==> config.mk <==
export PLATFORM = sky130hd
export DESIGN_NAME = multicycle_control
export DESIGN_NICKNAME = d
export VERILOG_FILES = /design/src/rtl/mips_ctrl_pkg.sv /design/src/rtl/mc_decode.sv /design/src/rtl/multicycle_control.sv
export SDC_FILE = /design/constraint.sdc
export NUM_CORES = 1
export LEC_CHECK = 0
export CAP_MARGIN = 40
export CORE_UTILIZATION = 55
export CTS_CLUSTER_DIAMETER = 30
export CTS_CLUSTER_SIZE = 8
export DETAILED_ROUTE_END_ITERATION = 8
export DONT_BUFFER_PORTS = 1
export PLACE_DENSITY = 0.7
export SETUP_SLACK_MARGIN = 0.1
export SLEW_MARGIN = 20
export SYNTH_ARGS = -nofsm -noshare
export SYNTH_HDL_FRONTEND = slang
export SYNTH_HIERARCHICAL = 1
export SYNTH_SLANG_ARGS = --single-unit
==> constraint.sdc <==
create_clock -name clk -period 8 [get_ports clk]
set_clock_uncertainty 0.1 [all_clocks]
set_input_delay 2.4 -clock clk [delete_from_list [all_inputs] [get_ports clk]]
set_output_delay 2.4 -clock clk [all_outputs]
set_load 0.1 [all_outputs]
==> src/rtl/mips_ctrl_pkg.sv <==
// Shared encodings for the multicycle MIPS-subset control FSM: opcodes, functs,
// state numbering and the datapath select codes.
package mips_ctrl_pkg;

  localparam logic [5:0] OP_RTYPE = 6'b000000;
  localparam logic [5:0] OP_J     = 6'b000010;
  localparam logic [5:0] OP_JAL   = 6'b000011;
  localparam logic [5:0] OP_BEQ   = 6'b000100;
  localparam logic [5:0] OP_BNE   = 6'b000101;
  localparam logic [5:0] OP_ADDI  = 6'b001000;
  localparam logic [5:0] OP_SLTI  = 6'b001010;
  localparam logic [5:0] OP_SLTIU = 6'b001011;
  localparam logic [5:0] OP_ANDI  = 6'b001100;
  localparam logic [5:0] OP_ORI   = 6'b001101;
  localparam logic [5:0] OP_XORI  = 6'b001110;
  localparam logic [5:0] OP_LUI   = 6'b001111;
  localparam logic [5:0] OP_LW    = 6'b100011;
  localparam logic [5:0] OP_SW    = 6'b101011;

  localparam logic [5:0] FN_SLL  = 6'b000000;
  localparam logic [5:0] FN_SRL  = 6'b000010;
  localparam logic [5:0] FN_SRA  = 6'b000011;
  localparam logic [5:0] FN_SLLV = 6'b000100;
  localparam logic [5:0] FN_SRLV = 6'b000110;
  localparam logic [5:0] FN_SRAV = 6'b000111;
  localparam logic [5:0] FN_JR   = 6'b001000;
  localparam logic [5:0] FN_ADD  = 6'b100000;
  localparam logic [5:0] FN_SUB  = 6'b100010;
  localparam logic [5:0] FN_AND  = 6'b100100;
  localparam logic [5:0] FN_OR   = 6'b100101;
  localparam logic [5:0] FN_XOR  = 6'b100110;
  localparam logic [5:0] FN_NOR  = 6'b100111;
  localparam logic [5:0] FN_SLT  = 6'b101010;
  localparam logic [5:0] FN_SLTU = 6'b101011;

  typedef enum logic [3:0] {
    S_FETCH, S_DECODE, S_EXEC_R, S_WB_R, S_EXEC_I, S_WB_I, S_MEM_ADDR, S_MEM_RD,
    S_WB_MEM, S_MEM_WR, S_BRANCH, S_JUMP, S_JAL, S_JR, S_ILLEGAL
  } state_t;

  localparam logic [1:0] PC_SRC_ALU = 2'b00;
  localparam logic [1:0] PC_SRC_BR  = 2'b01;
  localparam logic [1:0] PC_SRC_JMP = 2'b10;
  localparam logic [1:0] PC_SRC_RS  = 2'b11;

  localparam logic [1:0] ALU_PC4    = 2'b00;
  localparam logic [1:0] ALU_BRTGT  = 2'b01;
  localparam logic [1:0] ALU_INSTR  = 2'b10;

  localparam logic [1:0] DST_RT  = 2'b00;
  localparam logic [1:0] DST_RD  = 2'b01;
  localparam logic [1:0] DST_RA  = 2'b10;

  localparam logic [1:0] WB_ALU  = 2'b00;
  localparam logic [1:0] WB_MDR  = 2'b01;
  localparam logic [1:0] WB_PC   = 2'b10;

  typedef struct packed {
    logic       mem_req;
    logic       mem_we;
    logic       iord;
    logic       ir_write;
    logic       pc_write;
    logic [1:0] pc_src;
    logic [1:0] alu_phase;
    logic       reg_write;
    logic [1:0] reg_dst;
    logic [1:0] wb_src;
  } ctrl_t;

endpackage

==> src/rtl/mc_decode.sv <==
// Opcode/funct classifier: picks the state that follows DECODE.
module mc_decode
  import mips_ctrl_pkg::*;
(
  input  logic [5:0] opcode,
  input  logic [5:0] funct,
  output state_t     next_state
);

  always_comb begin
    next_state = S_ILLEGAL;
    case (opcode)
      OP_RTYPE: begin
        case (funct)
          FN_SLL, FN_SRL, FN_SRA, FN_SLLV, FN_SRLV, FN_SRAV,
          FN_ADD, FN_SUB, FN_AND, FN_OR, FN_XOR, FN_NOR,
          FN_SLT, FN_SLTU: next_state = S_EXEC_R;
          FN_JR:           next_state = S_JR;
          default:         next_state = S_ILLEGAL;
        endcase
      end
      OP_ADDI, OP_SLTI, OP_SLTIU, OP_ANDI,
      OP_ORI, OP_XORI, OP_LUI: next_state = S_EXEC_I;
      OP_LW, OP_SW:            next_state = S_MEM_ADDR;
      OP_BEQ, OP_BNE:          next_state = S_BRANCH;
      OP_J:                    next_state = S_JUMP;
      OP_JAL:                  next_state = S_JAL;
      default:                 next_state = S_ILLEGAL;
    endcase
  end

endmodule

==> src/rtl/multicycle_control.sv <==
// Main control FSM of the multicycle MIPS-subset core: fetch/decode/execute/
// memory/writeback sequencing over a req/ready memory with an access timeout.
module multicycle_control
  import mips_ctrl_pkg::*;
#(
  parameter int unsigned MEM_TIMEOUT = 255
) (
  input  logic       clk,
  input  logic       rst_n,
  input  logic [5:0] opcode,
  input  logic [5:0] funct,
  input  logic       zero,
  input  logic       mem_ready,
  output logic       mem_req,
  output logic       mem_we,
  output logic       iord,
  output logic       ir_write,
  output logic       pc_write,
  output logic [1:0] pc_src,
  output logic [1:0] alu_phase,
  output logic       reg_write,
  output logic [1:0] reg_dst,
  output logic [1:0] wb_src,
  output logic       illegal,
  output logic [3:0] state_o
);

  // Timeout fires when the wait that would bring the count to MEM_TIMEOUT also misses.
  localparam logic [7:0] WAIT_LAST = 8'((MEM_TIMEOUT == 0) ? 0 : MEM_TIMEOUT - 1);

  state_t     state_q, state_d, dec_state;
  logic [7:0] wait_q, wait_d;
  logic       illegal_q, illegal_d;
  logic       in_mem, timeout;
  ctrl_t      ctrl, ctrl_o;

  mc_decode u_decode (
    .opcode     (opcode),
    .funct      (funct),
    .next_state (dec_state)
  );

  always_comb begin
    in_mem  = (state_q == S_FETCH) || (state_q == S_MEM_RD) || (state_q == S_MEM_WR);
    timeout = in_mem && !mem_ready && (MEM_TIMEOUT != 0) && (wait_q == WAIT_LAST);

    wait_d = '0;
    if (in_mem && !mem_ready)
      wait_d = (wait_q == 8'hFF) ? wait_q : wait_q + 8'd1;

    state_d = state_q;
    case (state_q)
      S_FETCH:    if (mem_ready) state_d = S_DECODE;
      S_DECODE:   state_d = dec_state;
      S_EXEC_R:   state_d = S_WB_R;
      S_EXEC_I:   state_d = S_WB_I;
      S_MEM_ADDR: state_d = (opcode == OP_SW) ? S_MEM_WR : S_MEM_RD;
      S_MEM_RD:   if (mem_ready) state_d = S_WB_MEM;
      S_MEM_WR:   if (mem_ready) state_d = S_FETCH;
      S_WB_R, S_WB_I, S_WB_MEM,
      S_BRANCH, S_JUMP, S_JAL, S_JR: state_d = S_FETCH;
      S_ILLEGAL:  state_d = S_ILLEGAL;
      default:    state_d = S_ILLEGAL;
    endcase
    if (timeout) state_d = S_ILLEGAL;

    illegal_d = illegal_q || (state_d == S_ILLEGAL);
  end

  always_comb begin
    ctrl = '0;
    case (state_q)
      S_FETCH: begin
        ctrl.mem_req  = 1'b1;
        ctrl.ir_write = mem_ready;
        ctrl.pc_write = mem_ready;
        ctrl.pc_src   = PC_SRC_ALU;
        ctrl.alu_phase = ALU_PC4;
      end
      S_DECODE:   ctrl.alu_phase = ALU_BRTGT;
      S_EXEC_R, S_EXEC_I, S_MEM_ADDR: ctrl.alu_phase = ALU_INSTR;
      S_WB_R: begin
        ctrl.reg_write = 1'b1;
        ctrl.reg_dst   = DST_RD;
        ctrl.wb_src    = WB_ALU;
      end
      S_WB_I: begin
        ctrl.reg_write = 1'b1;
        ctrl.reg_dst   = DST_RT;
        ctrl.wb_src    = WB_ALU;
      end
      S_MEM_RD: begin
        ctrl.mem_req = 1'b1;
        ctrl.iord    = 1'b1;
      end
      S_WB_MEM: begin
        ctrl.reg_write = 1'b1;
        ctrl.reg_dst   = DST_RT;
        ctrl.wb_src    = WB_MDR;
      end
      S_MEM_WR: begin
        ctrl.mem_req = 1'b1;
        ctrl.mem_we  = 1'b1;
        ctrl.iord    = 1'b1;
      end
      S_BRANCH: begin
        ctrl.alu_phase = ALU_INSTR;
        ctrl.pc_src    = PC_SRC_BR;
        ctrl.pc_write  = (opcode == OP_BNE) ? !zero : zero;
      end
      S_JUMP: begin
        ctrl.pc_write = 1'b1;
        ctrl.pc_src   = PC_SRC_JMP;
      end
      // PC already holds PC+4, which is the link value written to $31.
      S_JAL: begin
        ctrl.pc_write  = 1'b1;
        ctrl.pc_src    = PC_SRC_JMP;
        ctrl.reg_write = 1'b1;
        ctrl.reg_dst   = DST_RA;
        ctrl.wb_src    = WB_PC;
      end
      S_JR: begin
        ctrl.pc_write = 1'b1;
        ctrl.pc_src   = PC_SRC_RS;
      end
      default: ctrl = '0;
    endcase
    ctrl_o = rst_n ? ctrl : '0;
  end

  always_ff @(posedge clk) begin
    if (!rst_n) begin
      state_q   <= S_FETCH;
      wait_q    <= '0;
      illegal_q <= 1'b0;
    end else begin
      state_q   <= state_d;
      wait_q    <= wait_d;
      illegal_q <= illegal_d;
    end
  end

  assign mem_req   = ctrl_o.mem_req;
  assign mem_we    = ctrl_o.mem_we;
  assign iord      = ctrl_o.iord;
  assign ir_write  = ctrl_o.ir_write;
  assign pc_write  = ctrl_o.pc_write;
  assign pc_src    = ctrl_o.pc_src;
  assign alu_phase = ctrl_o.alu_phase;
  assign reg_write = ctrl_o.reg_write;
  assign reg_dst   = ctrl_o.reg_dst;
  assign wb_src    = ctrl_o.wb_src;
  assign illegal   = rst_n & illegal_q;
  assign state_o   = rst_n ? state_q : 4'd0;

endmodule

==> results of run 1 <==
final timing paths:
path / cells past startpoint / start / slack, ps / endpoint
min reg2reg: 2 / illegal_q$_SDFF_PN0_ / 380 / illegal_q$_SDFF_PN0_
min: 2 / illegal_q$_SDFF_PN0_ / 380 / illegal_q$_SDFF_PN0_
max: 6 / opcode[3] / 1830 / pc_write
max reg2reg: 5 / state_q[2]$_SDFF_PN0_ / 5860 / illegal_q$_SDFF_PN0_
Yosys cell counts, types with 3 or more instances:
master,instances
a211oi_1,4
inv_1,8
and3_1,5
dfxtp_1,13
and2_1,6
o21ai_0,3
nand2b_1,5
nand3_1,4
nor2_1,16
nand3b_1,3
buf_4,3
o31ai_1,3
clkbuf_1,3
a21oi_1,12
xnor2_1,4
nor3_1,6
buf_2,4
nor4_1,3
nor2b_1,12
nand2_1,8
nand4_1,3
power by group through the flow:
stage	Clock (uW)	Combinational (uW)	Sequential, uW
floorplan	0	158	75.7
global placement	0	154	97.2
detailed placement	0	175	97.3
CTS	40.3	176	95.8
global route	43.5	185	99.2
finish	38.3	175	96.3
worst max-delay path, stage by stage:
cell     delay (ps)
nor4b_1         410
nand4_1         150
a32oi_1         210
o22ai_1         100
and2_1          220
buf_8           180
kinds of logic (layout without fill, tap and decap cells):
group | Yosys count | after routing | share of synthesized area (%)
mux | 4 | 4 | 3.35
fa+ha+maj | 2 | 2 | 1.97
buf+inv | 20 | 27 | 8.37
compound gates | 39 | 39 | 23.4
simple gates | 84 | 84 | 38.9
xor+xnor | 5 | 5 | 3.45
flops | 13 | 13 | 20.5
registers in the layout (all words and copies together), names as in the netlist:
register   flops
illegal_q      1
state_q        4
wait_q         8
through the flow:
step	cells	total power (uW)	worst slack (ps)	hold WS, ps	instance area, um2
final	202	309	1830	384	1580
after global placement	188	251	1490	360	1390
after CTS	202	312	1830	386	1580
after floorplan	167	234	174	325	1280
after detailed placement	198	272	1830	366	1550
after global routing	202	328	1720	425	1580
layer usage:
| layer | share of wire (%) | wire length (um) | up-vias |
|---|---|---|---|
| met2 | 54 | 1530 | 39 |
| met1 | 40 | 1140 | 565 |
| li1 | - | - | 618 |
| met5 | 0 | 0 | - |
| met4 | 0.74 | 21 | 0 |
| met3 | 4.5 | 127 | 4 |
cell type report:
class | count | area [um2]
Multi-Input combinational cell | 134 | 957
Clock buffer | 4 | 26.3
Timing Repair Buffer | 15 | 270
Tap cell | 28 | 35.0
Sequential cell | 13 | 260
Inverter | 8 | 30.0
Fill cell | 173 | 612
==> summary.md, run 1 <==
| Metric | Value |
|---|---|
| Status | finished clean |
| CP Capture Type | output port |
| Worst Max-Slew Pin Slew | just over 800 ps |
| CP Class | input pin to output port |
| RSZ-0062 raised after global routing | no |
| Largest net degree at the start of global routing | 24 |
| Synth Register Bits | 13 |
| Met2 Usage GRT | roughly 48% |
| Nets | 193 |
| GRT Total Usage | ~25% |
| I/O pin cnt | 35 |
| Sequential share of the synthesized area | around 20% |
| Post-synth top flop | dfxtp_1 |
| GR peak layer | met2 |
| WL/cell | 14.0 um |
| Area grow syn2layout | 24.3% |
| Fin crit share | 77.1% |
| Synthesized cell area | approximately 1300 um2 |
| Util after Layout | roughly 72% |
| Max-slew violation count | 0 |
| Cell Rows | 17 |
| Commonest cells after routing, fill and taps aside | nor2_1, dfxtp_1, a21oi_1, nor2b_1, buf_8 |
| WL final | ~2.8 mm |
| Most common cell after layout, fill and taps aside | nor2_1 |
| Critical Path AT | ~3700 ps |
| Power Dens Cells | roughly 200 nW/um2 |
| Synth top area share | 20.5% |
| First-pass GRT wire length | 4.88 mm |
| Clock buffer count from CTS | 3 |
| Seq pwr share | 31.1% |
| Max_slew headroom | 44.5% |
| Syn_nets | about 190 |
| CTS Buffer Depth | 2 |
| Share of async-settable or async-resettable flops after synthesis | 0% |
| Grt met3 use | ~3.7% |
| Syn Area/Cell | between 7 and 8 um2 |
| Worst-path fanout max | 6 |
| Number of synthesized flops with an enable pin | 0 |
| Clock Latency Late Sink | 260 ps |
| Cells after Synth | approximately 170 |
| Gate power share | between 50 and 60% |
| CTS Root Cell | clkbuf_4 |
| Die span in y | 50.1 um |
| Synth area leaders | dfxtp_1, nor2b_1, a21oi_1, nor2_1, and2_1 |
| Setup TNS Final | 0 ps |
| Port buffer count | 0 |
| Static leakage | around 0.00058 uW |
| DR pass1 iterations | 4 |
| Initial antenna violation count | 0 |
| Die Width | 50.1 um |
| Synth warn | 6 |
| Antenna-violating nets left | 0 |
| Antenna cells | 0 |
| Core ar. | between 2000 and 2500 um2 |
| GP Congestion | about 0.77 |
| Sink Count | 13 |
| Worst VDD drop | around 0.00014 V |
| Vias in the first global route | between 1k and 1.5k |
| Vias | ~1.2k |
| Postcts setup bufs | 0 |
| Max-cap violations | 0 |
| Int Power | approximately 150 uW |
| Drt first-iter violations | 26 |
| Vias per inst | between 6 and 7 |
| CP startpoint kind | input pin |
| Final HPWL DP | about 2.2 mm |
| Die area | around 2500 um2 |
| Met1 Track Usage GR | around a quarter |
| Worst hold path type | flip-flop to flip-flop |
| H-tree depth | 1 |
| CTS tree | done |
| Clk pin slew, worst setup/hold paths | approximately 70 ps |
| Req. time, crit path | between 5000 and 6000 ps |
| Sw Ratio | approximately 50% |
| Share of post-route cells with drive strength above 1 | a little under a quarter |
| Final hold vios | 0 |
| Clock Power Share | between 10% and 20% |
| Initial Util | ~58% |
| CTS Hold Bufs | 0 |
| Fmax | ~160 MHz |
| Setup violators final | 0 |
| Gates resized, CTS repair | 0 |
| Tmin final | about 6200 ps |
| Synth unique cells | 50 |
| Grt ovf | 0 |
| Sw power | roughly 160 uW |
| Post-synth top area cell | dfxtp_1 |
| DRC | 0 |
Note: power is estimated with default switching activity, not from simulation.
==> run 2: changes to the inputs <==
Settings changed: ABC_AREA set to 1.
Clock period 8 ns to 5.9 ns, I/O delays scaled along.
==> run 2 against run 1 <==
Global-route usage increased by 0.43 points; via count increased by 14%; die area increased by 1.5%; area after synthesis increased by 1.6%; hold slack improved by 41 ps; synthesized cell count increased by 39%; combinational power increased by 110%; critical path depth increased by 2; total power increased by 79%; largest power group unchanged; highest routed layer unchanged.
==> summary.md, run 2 <==
| Metric | Value |
|---|---|
| CTS Hold Bufs | 0 |
| Simple-Gate Fraction of Synth Area | about half |
| Vias per inst | between 5 and 6 |
| Max-slew violation count | 0 |
| Hold endpoint | wait_q[5]$_SDFFE_PN0P_ |
| Met3 routed WL | 150 um |
| Syn Area/Cell | 5.56 um2 |
| Compound-Gate Fraction of Synth Area | 10.1% |
| Setup TNS Final | 0 ps |
| Filler cells | approximately 220 |
| R2R Path End | wait_q[5]$_SDFFE_PN0P_ |
| Req. time, crit path | between 4000 and 5000 ps |
| Die area | approximately 2500 um2 |
| Sequential share of the synthesized area | 20.2% |
| Clock buffer count from CTS | 3 |
| Max_slew headroom | 43.4% |
| H-tree depth | 1 |
| Final hold vios | 0 |
| Synth top area share | a little over 20% |
| Mux cell area share after synthesis | less than 1% |
| Hold Path Origin | wait_q[5]$_SDFFE_PN0P_ |
| Port buffer count | 0 |
| FF-to-FF setup slack | around 3900 ps |
| Worst-path fanout max | 5 |
| GP Congestion | just over 0.9 |
| Power Dens Cells | between 300 and 400 nW/um2 |
| Vias in the first global route | 1207 |
| Share of post-route cells with drive strength above 1 | about a fifth |
| Fin crit share | around four fifths |
| Most common cell after layout, fill and taps aside | nand2_1 |
| Uppermost layer routed | met4 |
| Critical Path AT | roughly 2800 ps |
| Depth of the worst hold-timing path | 2 |
| Cell Rows | 17 |
| Max reg flops | 8 |
| I/O pin cnt | 35 |
| Syn_nets | 250 |
| Setup violators final | 0 |
| Tmin final | 4650 ps |
| Final HPWL DP | approximately 2.4 mm |
| Post-Synth Adder-Cell Area | between 1.5 and 2% |
| Status | finished clean |
| Met2 wire len | about 1.4 mm |
| Xor and xnor area share after synthesis | just over 2% |
| Synth area leaders | dfxtp_1, nand2_1, inv_1, nor2_1, nand3_1 |
| Initial antenna violation count | 0 |
| Reg2Reg Depth | 8 |
| Synth unique cells | 30 |
| Antenna cells | 0 |
| Top-count cell post-synth | nand2_1 |
| Synth cell count leaders | nand2_1, inv_1, nor2_1 |
| Grt ovf | 0 |
| CTS tree | done |
| Post-synth top area cell | dfxtp_1 |
| Antenna-violating nets left | 0 |
| Core ar. | 2210 um2 |
| Share of async-settable or async-resettable flops after synthesis | 0% |
| CTS Buffer Depth | 2 |
| DRC | 0 |
| Post-route met1 wirelength | 1.34 mm |
| Number of synthesized flops with an enable pin | 0 |
| Initial Util | about 58% |
| Commonest cells after routing, fill and taps aside | nand2_1, inv_1, nor2_1, nand3_1, dfxtp_1 |
| Clock Latency Late Sink | between 200 and 300 ps |
| Worst VDD drop | 0.000439 V |
| Worst hold path type | flip-flop to flip-flop |
| Largest registers | wait_q (8), state_q (4), illegal_q (1) |
| CP Class | input pin to output port |
| GRT Total Usage | between 20% and 30% |
| Hold Slack | 425 ps |
| Top reg by flops | wait_q |
| Nets | approximately 260 |
| Largest net degree at the start of global routing | 14 |
| Static leakage | about 0.00079 uW |
| Post-synth top flop | dfxtp_1 |
| Max-cap violations | 0 |
| CP startpoint kind | input pin |
| First-pass GRT wire length | between 4 and 5 mm |
| Fmax | between 200 and 250 MHz |
| Gates resized, CTS repair | 0 |
| Synth Register Bits | 13 |
| Synth warn | 6 |
| DR pass1 iterations | 4 |
| Die span in y | 50.4 um |
| CP Capture Type | output port |
| Synthesized cell area | roughly 1300 um2 |
| WL final | 2.90 mm |
| Vias | 1395 |
| Cells after Synth | around 230 |
| RSZ-0062 raised after global routing | no |
| Die Width | just over 50 um |
| WL/cell | approximately 11 um |
| Worst Max-Slew Pin Slew | between 800 and 900 ps |
| R2r startpoint | state_q[0]$_SDFF_PN0_ |
| Area grow syn2layout | 14.5% |
| Clk pin slew, worst setup/hold paths | 80 ps |
| Largest family of logic cells by synthesized area | simple AND/OR/NAND/NOR gates |
| CTS Root Cell | clkbuf_4 |
| Sink Count | 13 |
| Drt first-iter violations | 28 |
| Postcts setup bufs | 0 |
==> run 2: report_power, final <==
part / internal [uW] / switching [uW] / total (uW)
Combinational: 80.7 / 292 / 372
Sequential: 101 / 25.3 / 127
Clock: 26.2 / 28.4 / 54.6
Total: 208 / 345 / 554
==> run 2: per-layer routing <==
layer  vias to the layer above  global-route usage (%)
met2                        35                    45.3
met5                         -                       0
li1                        745                       -
met1                       613                    30.1
met4                         0                    4.17
met3                         2                    5.45
==> run 2: worst max-delay path by stage <==
stage | from | end | slack [ps] | depth (start not counted)
after floorplan | rst_n | iord | 340 | 4
after global placement | opcode[3] | pc_write | 1250 | 9
after detailed placement | opcode[3] | pc_write | 1250 | 8
after CTS | opcode[3] | pc_write | 1250 | 8
after global routing | opcode[3] | pc_write | 1160 | 8
final | opcode[3] | pc_write | 1250 | 8
==> run 2: kinds of logic after synthesis <==
kind of cell	Yosys count
buffers and inverters	48
muxes	1
xor gates and xnor gates	3
AOI/OAI and AO/OA	23
and+or+nand+nor	142
adders and majority gates	2
DFF	13
==> run 2: area by class of cell <==
cell class                 count  area (um2)  area share [%]
timing repair buffer          12        90.1            6.10
tap                           28        35.0            2.37
inverter                      45         169            11.4
sequential                    13         260            17.6
multi-input combinational    171         897            60.7
clock buffer                   4        26.3            1.78
==> run 2: worst max-delay path, stage by stage <==
cell and delay, ps:
inv_1 30, nand2_1 40, nor3_1 120, nand3_1 120, nor2_1 130, o21ai_0 130, a21oi_2 130, buf_4 310
==> run 2: through the flow <==
stage / utilization [%] / total power, uW / instances / cell area, um2 / setup WS, ps
2_1_floorplan: - / 437 / 232 / 1300 / 340
3_3_place_gp: 65.6 / 498 / 269 / 1450 / 1250
3_5_place_dp: 65.6 / 501 / 269 / 1450 / 1250
4_1_cts: 66.8 / 557 / 273 / 1480 / 1250
5_1_grt: 66.8 / 590 / 273 / 1480 / 1160
6_report: 66.8 / 554 / 273 / 1480 / 1250
==> run 3: changes to the inputs <==
Settings changed: ABC_AREA 1 to 0, PLACE_DENSITY 0.7 to 0.73.
Clock period 5.9 ns to 4 ns, I/O delays scaled along.
==> run 3 against run 2 <==
Clock power is 42% higher; combinational power hardly changed; sequential cell count stayed put; clock-buffer cell count stayed put; global-route usage is 1.4 points lower; hold slack worse by 59 ps; sequential share of layout area is 0.41 points lower; cell count is 24% lower; largest power group unchanged; register-to-register slack worse by 2200 ps; final area is 2.4% higher; utilization is 2.2 points higher.
==> summary.md, run 3 (synthesized netlist as in run 1, its figures left out) <==
| Metric | Value |
|---|---|
| Share of post-route cells with drive strength above 1 | a little over a quarter |
| Tmin final | between 3000 and 4000 ps |
| Vias in the first global route | ~1.1k |
| Req. time, crit path | approximately 2700 ps |
| Max_slew headroom | 55.7% |
| Critical Path AT | between 2000 and 2500 ps |
| First-pass GRT wire length | around 4.7 mm |
| Register area | about 260 um2 |
| CTS Hold Bufs | 0 |
| Worst hold path type | flip-flop to flip-flop |
| Most common cell after layout, fill and taps aside | buf_4 |
| Int Power | roughly 290 uW |
| GR peak layer | met2 |
| Commonest cells after routing, fill and taps aside | buf_4, nor2_1, dfxtp_1, a21oi_1, nor2b_1 |
| Sw Ratio | between 50% and 60% |
| Clock buffer count from CTS | 3 |
| Met2 Usage GRT | 40.7% |
| Worst VDD drop | around 0.0004 V |
| Final hold vios | 0 |
| Core ar. | roughly 2200 um2 |
| Power Dens Cells | approximately 400 nW/um2 |
| Clk pin slew, worst setup/hold paths | ~70 ps |
| Antenna-violating nets left | 0 |
| Cell Rows | 17 |
| Design Power | between 600 and 700 uW |
| Die Width | ~50 um |
| Sink Count | 13 |
| WL/cell | 13.4 um |
| H-tree depth | 1 |
| GP Congestion | about 0.79 |
| Max-slew violation count | 0 |
| DRC | 0 |
| GRT Total Usage | 23.5% |
| Final HPWL DP | approximately 2.1 mm |
| Fmax | 264 MHz |
| Clock Power Share | 12.4% |
| Met1 Track Usage GR | slightly below 30% |
| Top reg by flops | wait_q |
| Fin crit share | a little over nine tenths |
| RSZ-0062 raised after global routing | no |
| Max-cap violations | 0 |
| Grt met3 use | around 1.5% |
| Area of the multi-input gates | between 900 and 1000 um2 |
| Postcts setup bufs | 0 |
| CTS tree | done |
| Gates resized, CTS repair | 0 |
| Gate power share | roughly 60% |
| CP startpoint kind | input pin |
| Area grow syn2layout | 19.1% |
| Static leakage | 0.000577 uW |
| I/O pin cnt | 35 |
| Die area | between 2000 and 3000 um2 |
| Drt first-iter violations | 23 |
| Max reg flops | 8 |
| Clock Latency Late Sink | ~270 ps |
| Initial Util | between 50% and 60% |
| Nets | about 200 |
| Filler cells | 183 |
| Worst Max-Slew Pin Slew | 663 ps |
| Status | finished clean |
| Vias | around 1.3k |
| CTS Buffer Depth | 2 |
| Die span in y | between 50 and 60 um |
| DR pass1 iterations | 4 |
| CP Class | input pin to output port |
| Setup violators final | 0 |
| Antenna cells | 0 |
| CTS Root Cell | clkbuf_4 |
| Seq pwr share | around 28% |
| Largest net degree at the start of global routing | 21 |
| Util after Layout | 69.0% |
| Sw power | roughly 330 uW |
| Port buffer count | 0 |
| Largest registers | wait_q (8), state_q (4), illegal_q (1) |
| Vias per inst | 6.11 |
| Initial antenna violation count | 0 |
| CP Capture Type | output port |
| Worst-path fanout max | 6 |
| WL final | 2.78 mm |
| Grt ovf | 0 |
==> run 3: changes by cell type in the layout (fill, tap and decap cells not counted), moves of 8 or more <==
cell     before  now
inv_1        41    8
nor2b_1       0   10
buf_4        12   20
nand2_1      61    8
nor2_1       27   14
nand3_1      21    4
nor2_2       12    4
==> run 3: critical path, cell delays in order <==
cell	delay [ps]
nor4b_1	420
nand4_1	180
a32oi_1	220
o22ai_1	90
and2_2	210
buf_12	160
==> run 3: power by group through the flow <==
stage / Sequential, uW / Combinational (uW) / Clock (uW)
after floorplan: 151 / 325 / 0
after global placement: 173 / 370 / 0
after detailed placement: 174 / 375 / 0
after CTS: 171 / 376 / 80.9
after global routing: 174 / 397 / 87.9
final: 171 / 375 / 77.3
==> run 3: worst paths after layout <==
| path | slack, ps | cells past startpoint | startpoint | endpoint |
|---|---|---|---|---|
| worst max-delay path | 210 | 6 | opcode[3] | pc_write |
| worst min-delay path | 370 | 2 | illegal_q$_SDFF_PN0_ | illegal_q$_SDFF_PN0_ |
| worst max register to register | 1750 | 7 | state_q[2]$_SDFF_PN0_ | wait_q[4]$_SDFFE_PN0P_ |
| worst min register to register | 370 | 2 | illegal_q$_SDFF_PN0_ | illegal_q$_SDFF_PN0_ |
==> run 3: layout make-up <==
type	instances	share of cell area (%)
Multi-Input combinational cell	134	65.5
Sequential cell	13	17.2
Timing Repair Buffer	21	11.2
Tap cell	28	2.32
Inverter	8	1.99
Clock buffer	4	1.74
==> run 3: layer usage <==
layer | share of wire [%] | vias up
met1 | 44 | 593
met4 | 2.2 | 0
met3 | 3.9 | 8
met2 | 49 | 35
met5 | 0 | -
li1 | - | 635
==> run 3: metrics by stage <==
stage                     setup slack [ps]  instance area (um2)  instances  hold slack [ps]  setup TNS, ps
after floorplan                       -271                 1310        167              325           -980
after global placement                 311                 1490        204              336              0
after detailed placement               216                 1490        204              346              0
after CTS                              221                 1510        208              374              0
after global routing                   165                 1510        208              394              0
final                                  210                 1510        208              366              0
